`src/rtl/sram_arbiter.sv`:
```
// rtl/sram_arbiter.sv - round-robin arbiter sharing one 16-bit SRAM between CPU and DMA ports
module sram_arbiter #(
    parameter int WAIT_CYCLES = 2,
    parameter int ADDR_W      = 20
) (
    input  logic              Clk,
    input  logic              Reset,
    input  logic              cpu_req,
    input  logic              cpu_we,
    input  logic [15:0]       cpu_addr,
    input  logic [15:0]       cpu_wdata,
    output logic [15:0]       cpu_rdata,
    output logic              cpu_ack,
    input  logic              dma_req,
    input  logic              dma_we,
    input  logic [15:0]       dma_addr,
    input  logic [15:0]       dma_wdata,
    output logic [15:0]       dma_rdata,
    output logic              dma_ack,
    output logic              busy,
    output logic [ADDR_W-1:0] ADDR,
    output logic [15:0]       Data_to_SRAM,
    input  logic [15:0]       Data_from_SRAM,
    output logic              sram_drive,
    output logic              CE,
    output logic              UB,
    output logic              LB,
    output logic              OE,
    output logic              WE
);

    typedef enum logic [1:0] {IDLE, ACCESS, DONE} state_t;

    state_t     state;
    state_t     state_next;
    logic [3:0] wait_cnt;
    logic       owner_dma;
    logic       op_we;
    logic       last_dma;

    logic       grant;
    logic       grant_dma;
    logic       eff_dma;
    logic       eff_we;

    logic       ce_d;
    logic       oe_d;
    logic       we_d;
    logic       drive_d;
    logic       cpu_ack_d;
    logic       dma_ack_d;

    // On a tie the requester that did not win last time gets the bus.
    always_comb begin
        grant     = cpu_req | dma_req;
        grant_dma = dma_req & (~cpu_req | ~last_dma);
    end

    always_ff @(posedge Clk) begin
        if (Reset) begin
            state <= IDLE;
        end else begin
            state <= state_next;
        end
    end

    always_comb begin
        state_next = state;
        case (state)
            IDLE:    if (grant) state_next = ACCESS;
            ACCESS:  if (wait_cnt == 4'd0) state_next = DONE;
            DONE:    state_next = IDLE;
            default: state_next = IDLE;
        endcase
    end

    // Pin controls are decoded from the next state and registered, so the
    // owner/direction of an access being granted right now comes from the request.
    always_comb begin
        eff_dma   = (state == IDLE) ? grant_dma : owner_dma;
        eff_we    = (state == IDLE) ? (grant_dma ? dma_we : cpu_we) : op_we;
        ce_d      = (state_next != ACCESS);
        oe_d      = !((state_next == ACCESS) && !eff_we);
        we_d      = !((state_next == ACCESS) && eff_we);
        drive_d   = (state_next == ACCESS) && eff_we;
        cpu_ack_d = (state_next == DONE) && !eff_dma;
        dma_ack_d = (state_next == DONE) && eff_dma;
    end

    always_ff @(posedge Clk) begin
        if (Reset) begin
            CE           <= 1'b1;
            UB           <= 1'b1;
            LB           <= 1'b1;
            OE           <= 1'b1;
            WE           <= 1'b1;
            sram_drive   <= 1'b0;
            cpu_ack      <= 1'b0;
            dma_ack      <= 1'b0;
            cpu_rdata    <= 16'h0000;
            dma_rdata    <= 16'h0000;
            ADDR         <= '0;
            Data_to_SRAM <= 16'h0000;
            wait_cnt     <= 4'd0;
            owner_dma    <= 1'b0;
            op_we        <= 1'b0;
            last_dma     <= 1'b1;
        end else begin
            CE         <= ce_d;
            UB         <= ce_d;
            LB         <= ce_d;
            OE         <= oe_d;
            WE         <= we_d;
            sram_drive <= drive_d;
            cpu_ack    <= cpu_ack_d;
            dma_ack    <= dma_ack_d;

            if (state == IDLE && grant) begin
                ADDR         <= grant_dma ? ADDR_W'(dma_addr) : ADDR_W'(cpu_addr);
                Data_to_SRAM <= grant_dma ? dma_wdata : cpu_wdata;
                owner_dma    <= grant_dma;
                op_we        <= grant_dma ? dma_we : cpu_we;
                last_dma     <= grant_dma;
                wait_cnt     <= 4'(WAIT_CYCLES - 1);
            end else if (state == ACCESS) begin
                if (wait_cnt != 4'd0) begin
                    wait_cnt <= wait_cnt - 4'd1;
                end else if (!op_we) begin
                    if (owner_dma) begin
                        dma_rdata <= Data_from_SRAM;
                    end else begin
                        cpu_rdata <= Data_from_SRAM;
                    end
                end
            end
        end
    end

    assign busy = (state != IDLE);

endmodule

```
`config.mk`:
```
export PLATFORM = sky130hd
export DESIGN_NAME = sram_arbiter
export DESIGN_NICKNAME = d
export VERILOG_FILES = /design/src/rtl/sram_arbiter.sv
export SDC_FILE = /design/constraint.sdc
export NUM_CORES = 1
export LEC_CHECK = 0
export ABC_AREA = 1
export CAP_MARGIN = 30
export CORE_AREA = 2 2 122 76
export DETAILED_ROUTE_END_ITERATION = 16
export DIE_AREA = 0 0 124 78
export PLACE_DENSITY = 0.76
export SETUP_SLACK_MARGIN = 0.02
export SLEW_MARGIN = 20
export SYNTH_ARGS = -nofsm -noshare
export SYNTH_HDL_FRONTEND = slang
export SYNTH_SLANG_ARGS = --single-unit
```
`constraint.sdc`:
```
create_clock -name Clk -period 1.55 [get_ports Clk]
set_input_delay 0.2325 -clock Clk [delete_from_list [all_inputs] [get_ports Clk]]
set_output_delay 0.2325 -clock Clk [all_outputs]
set_load 0.01 [all_outputs]
```
==> impl_metrics.json <==
{
  "status": "complete, no violations",
  "yosysUniqueCellTypes": 27,
  "critPathTopFamily": "buffers and inverters",
  "core_um2": 8460,
  "yosysTopAreaCell": "dfxtp_1",
  "row_count": 26,
  "dpl.cell_count": 740,
  "diodes": 0,
  "clock_skew_ps": 7.50,
  "grt_pass1_vias": 3319,
  "syn_inst": 480,
  "hpwl_mm": 7.60,
  "reg2reg_depth": 9,
  "initial_core_util": 0.405,
  "worstPathArrival_ps": 1240,
  "ctsHoldBuffers": 0,
  "die-width_um": 124,
  "final_cell_count_no_fill": 757,
  "routabilityCongestion": 0.846,
  "ir_drop_v": 0.000657,
  "drcViolationCount": 0,
  "rsz0062_at_grt": "true",
  "worst_path_largest_cell_delay_ps": 570,
  "hold_path_class": "flop to flop",
  "synth_top_area_share": 0.461,
  "tns_ps": 0,
  "numCtsBuffers": 9,
  "cts_tree": "yes",
  "clk_pin_slew_ps": 60,
  "die_area_um2": 9670,
  "cp_max_fo": 2,
  "final_util": 0.645,
  "wl_per_cell_um": 13.1,
  "grt_pass1_wl_mm": 16.2,
  "areaGrowthSynthToFinish_pct": 59.3,
  "reg2reg_setup_slack_ps": 150,
  "vias": 3443,
  "min_delay_path_depth": 2,
  "r2r-start": "wait_cnt[1]",
  "register_area_um2": 1580,
  "synth_warnings": 0,
  "io-pin-count": 163,
  "antenna_found_initial": 0,
  "synth_area_per_cell_um2": 7.14,
  "slew_viol_final": 0,
  "period_share": 0.951,
  "setup_viol": 0,
  "holdPathEnd": "ADDR[6]",
  "cp-start-kind": "flop",
  "max-cap-violations": 0,
  "die_h_um": 78,
  "hold_start": "ADDR[6]",
  "reg2reg_to": "cpu_rdata[0]",
  "wl_mm": 9.94,
  "nets": 727,
  "synth_area_leaders": "dfxtp_1 46%, nor2_1 11%, nand2_1 11%",
  "synth-seq-cells": 79,
  "hold_viol": 0,
  "netlist_area_um2": 3430,
  "post_drt_via_cell_ratio": 4.55,
  "required_ps": 1320,
  "cellLeakagePower_nw": 2.32,
  "cts_root_buf": "clkbuf_16",
  "numClockSinks": 79,
  "fmax_ghz": 0.678,
  "power_density_nw_per_um2": 1030,
  "grt_max_degree": 33,
  "crit_path_end_kind": "output pin",
  "cp_num_buf_inv": 1,
  "drt-initial-drc-count": 154,
  "crit_slowest_cell": "clkdlybuf4s50_1",
  "finalCriticalPeriod_ps": 1470,
  "htreeDepth": 3,
  "crit_start": "ADDR[5]",
  "crit_type": "flop to output pin",
  "cp_cell_sequence": "clkdlybuf4s50_1",
  "synth.yosys.seq_area_share": 0.461,
  "clock_latency_ps": 330,
  "clock_path_buffers": 2,
  "overflow": 0,
  "antenna_left": 0,
  "drt_pass1_iterations": 4,
  "n_fill_cell": 753,
  "port_buffers": 158,
  "drive_gt1_frac": 0.0791,
  "multi_input_area_um2": 1490,
  "grt_usage": 0.217
}
-- registers in the layout, indices dropped and copies added (netlist names), 2 cells and up --
register and count:
ADDR 16, Data_to_SRAM 16, cpu_rdata 16, dma_rdata 16, state 2, wait_cnt 4
-- metal layers --
metal	GRT usage	routed length [um]
met1	0.281	4560
met2	0.343	4710
met3	0.0706	540
met4	0.0629	125
met5	0	0
-- logic make-up (layout without fill, tap and decap cells) --
group,after synthesis,in the layout,synth area share
adder cells (fa/ha/maj),1,1,0.00365
AO/OA/AOI/OAI,74,74,0.113
buffers and inverters,79,241,0.112
flip-flops,79,79,0.461
other,1,4,0.00109
AND/OR/NAND/NOR,246,246,0.309
-- power breakdown --
part / switching [mW] / internal, mW
registers: 0.101 / 2.22
clock network: 0.778 / 1.08
logic: 0.685 / 0.766
-- cell usage in the layout (no fill, tap or decap), types with 8 or more instances in the layout --
| cell type | n |
|---|---|
| o21ai_1 | 30 |
| nand2_1 | 103 |
| clkdlybuf4s50_1 | 156 |
| clkbuf_16 | 9 |
| o21ai_0 | 37 |
| buf_12 | 8 |
| nor2_1 | 104 |
| inv_1 | 48 |
| nand3_1 | 21 |
| dfxtp_1 | 78 |
-- cells in the mapped netlist (all sizes together) --
library cell,number
dfxtp,79
inv,52
nand3,24
conb,1
buf,22
nor2,112
a21oi,5
nand4,1
o21a,1
ha,1
nand2,108
a21boi,1
clkbuf,5
and2,1
o21ai,67
-- worst max-delay path by stage --
stage                        end  cells past startpoint
floorplan           cpu_rdata[0]                      8
CTS                 cpu_rdata[0]                      9
global placement    dma_rdata[3]                      8
detailed placement  dma_rdata[5]                      8
finish                   ADDR[5]                      1
global route        cpu_rdata[0]                      9
-- area by class of cell --
type	count	area share
well taps	112	0.0257
clock inverters	4	0.00413
clock buffers	12	0.0433
inverters	52	0.0358
multi-input cells	325	0.272
repair buffers	173	0.329
flip-flops and latches	79	0.290
-- tightest hold or removal path: cells and delay by family, from the launching register on --
| kind | cells | cell delay [ps] |
|---|---|---|
| flops | 1 | 310 |
| simple gates | 1 | 50 |
| compound gates | 1 | 50 |
-- metrics by stage --
step           setup WS, ps  instance area, um^2  hold WS [ps]  power (mW)
6_report               75.3                 5460           450        5.63
3_3_place_gp          -25.4                 5160           441        3.77
4_1_cts                26.2                 5440           453        5.68
3_5_place_dp          -56.8                 5160           444        3.80
5_1_grt                14.6                 5460           471        5.94
2_1_floorplan           151                 3440           302        3.03
-- timing repair --
item                       4_1_cts  5_1_grt
setup endpoints to repair       17       23
setup buffers                    1        0
pin swaps                        1        0
gates resized for setup          2        5
(Power assumes the default switching activity.)
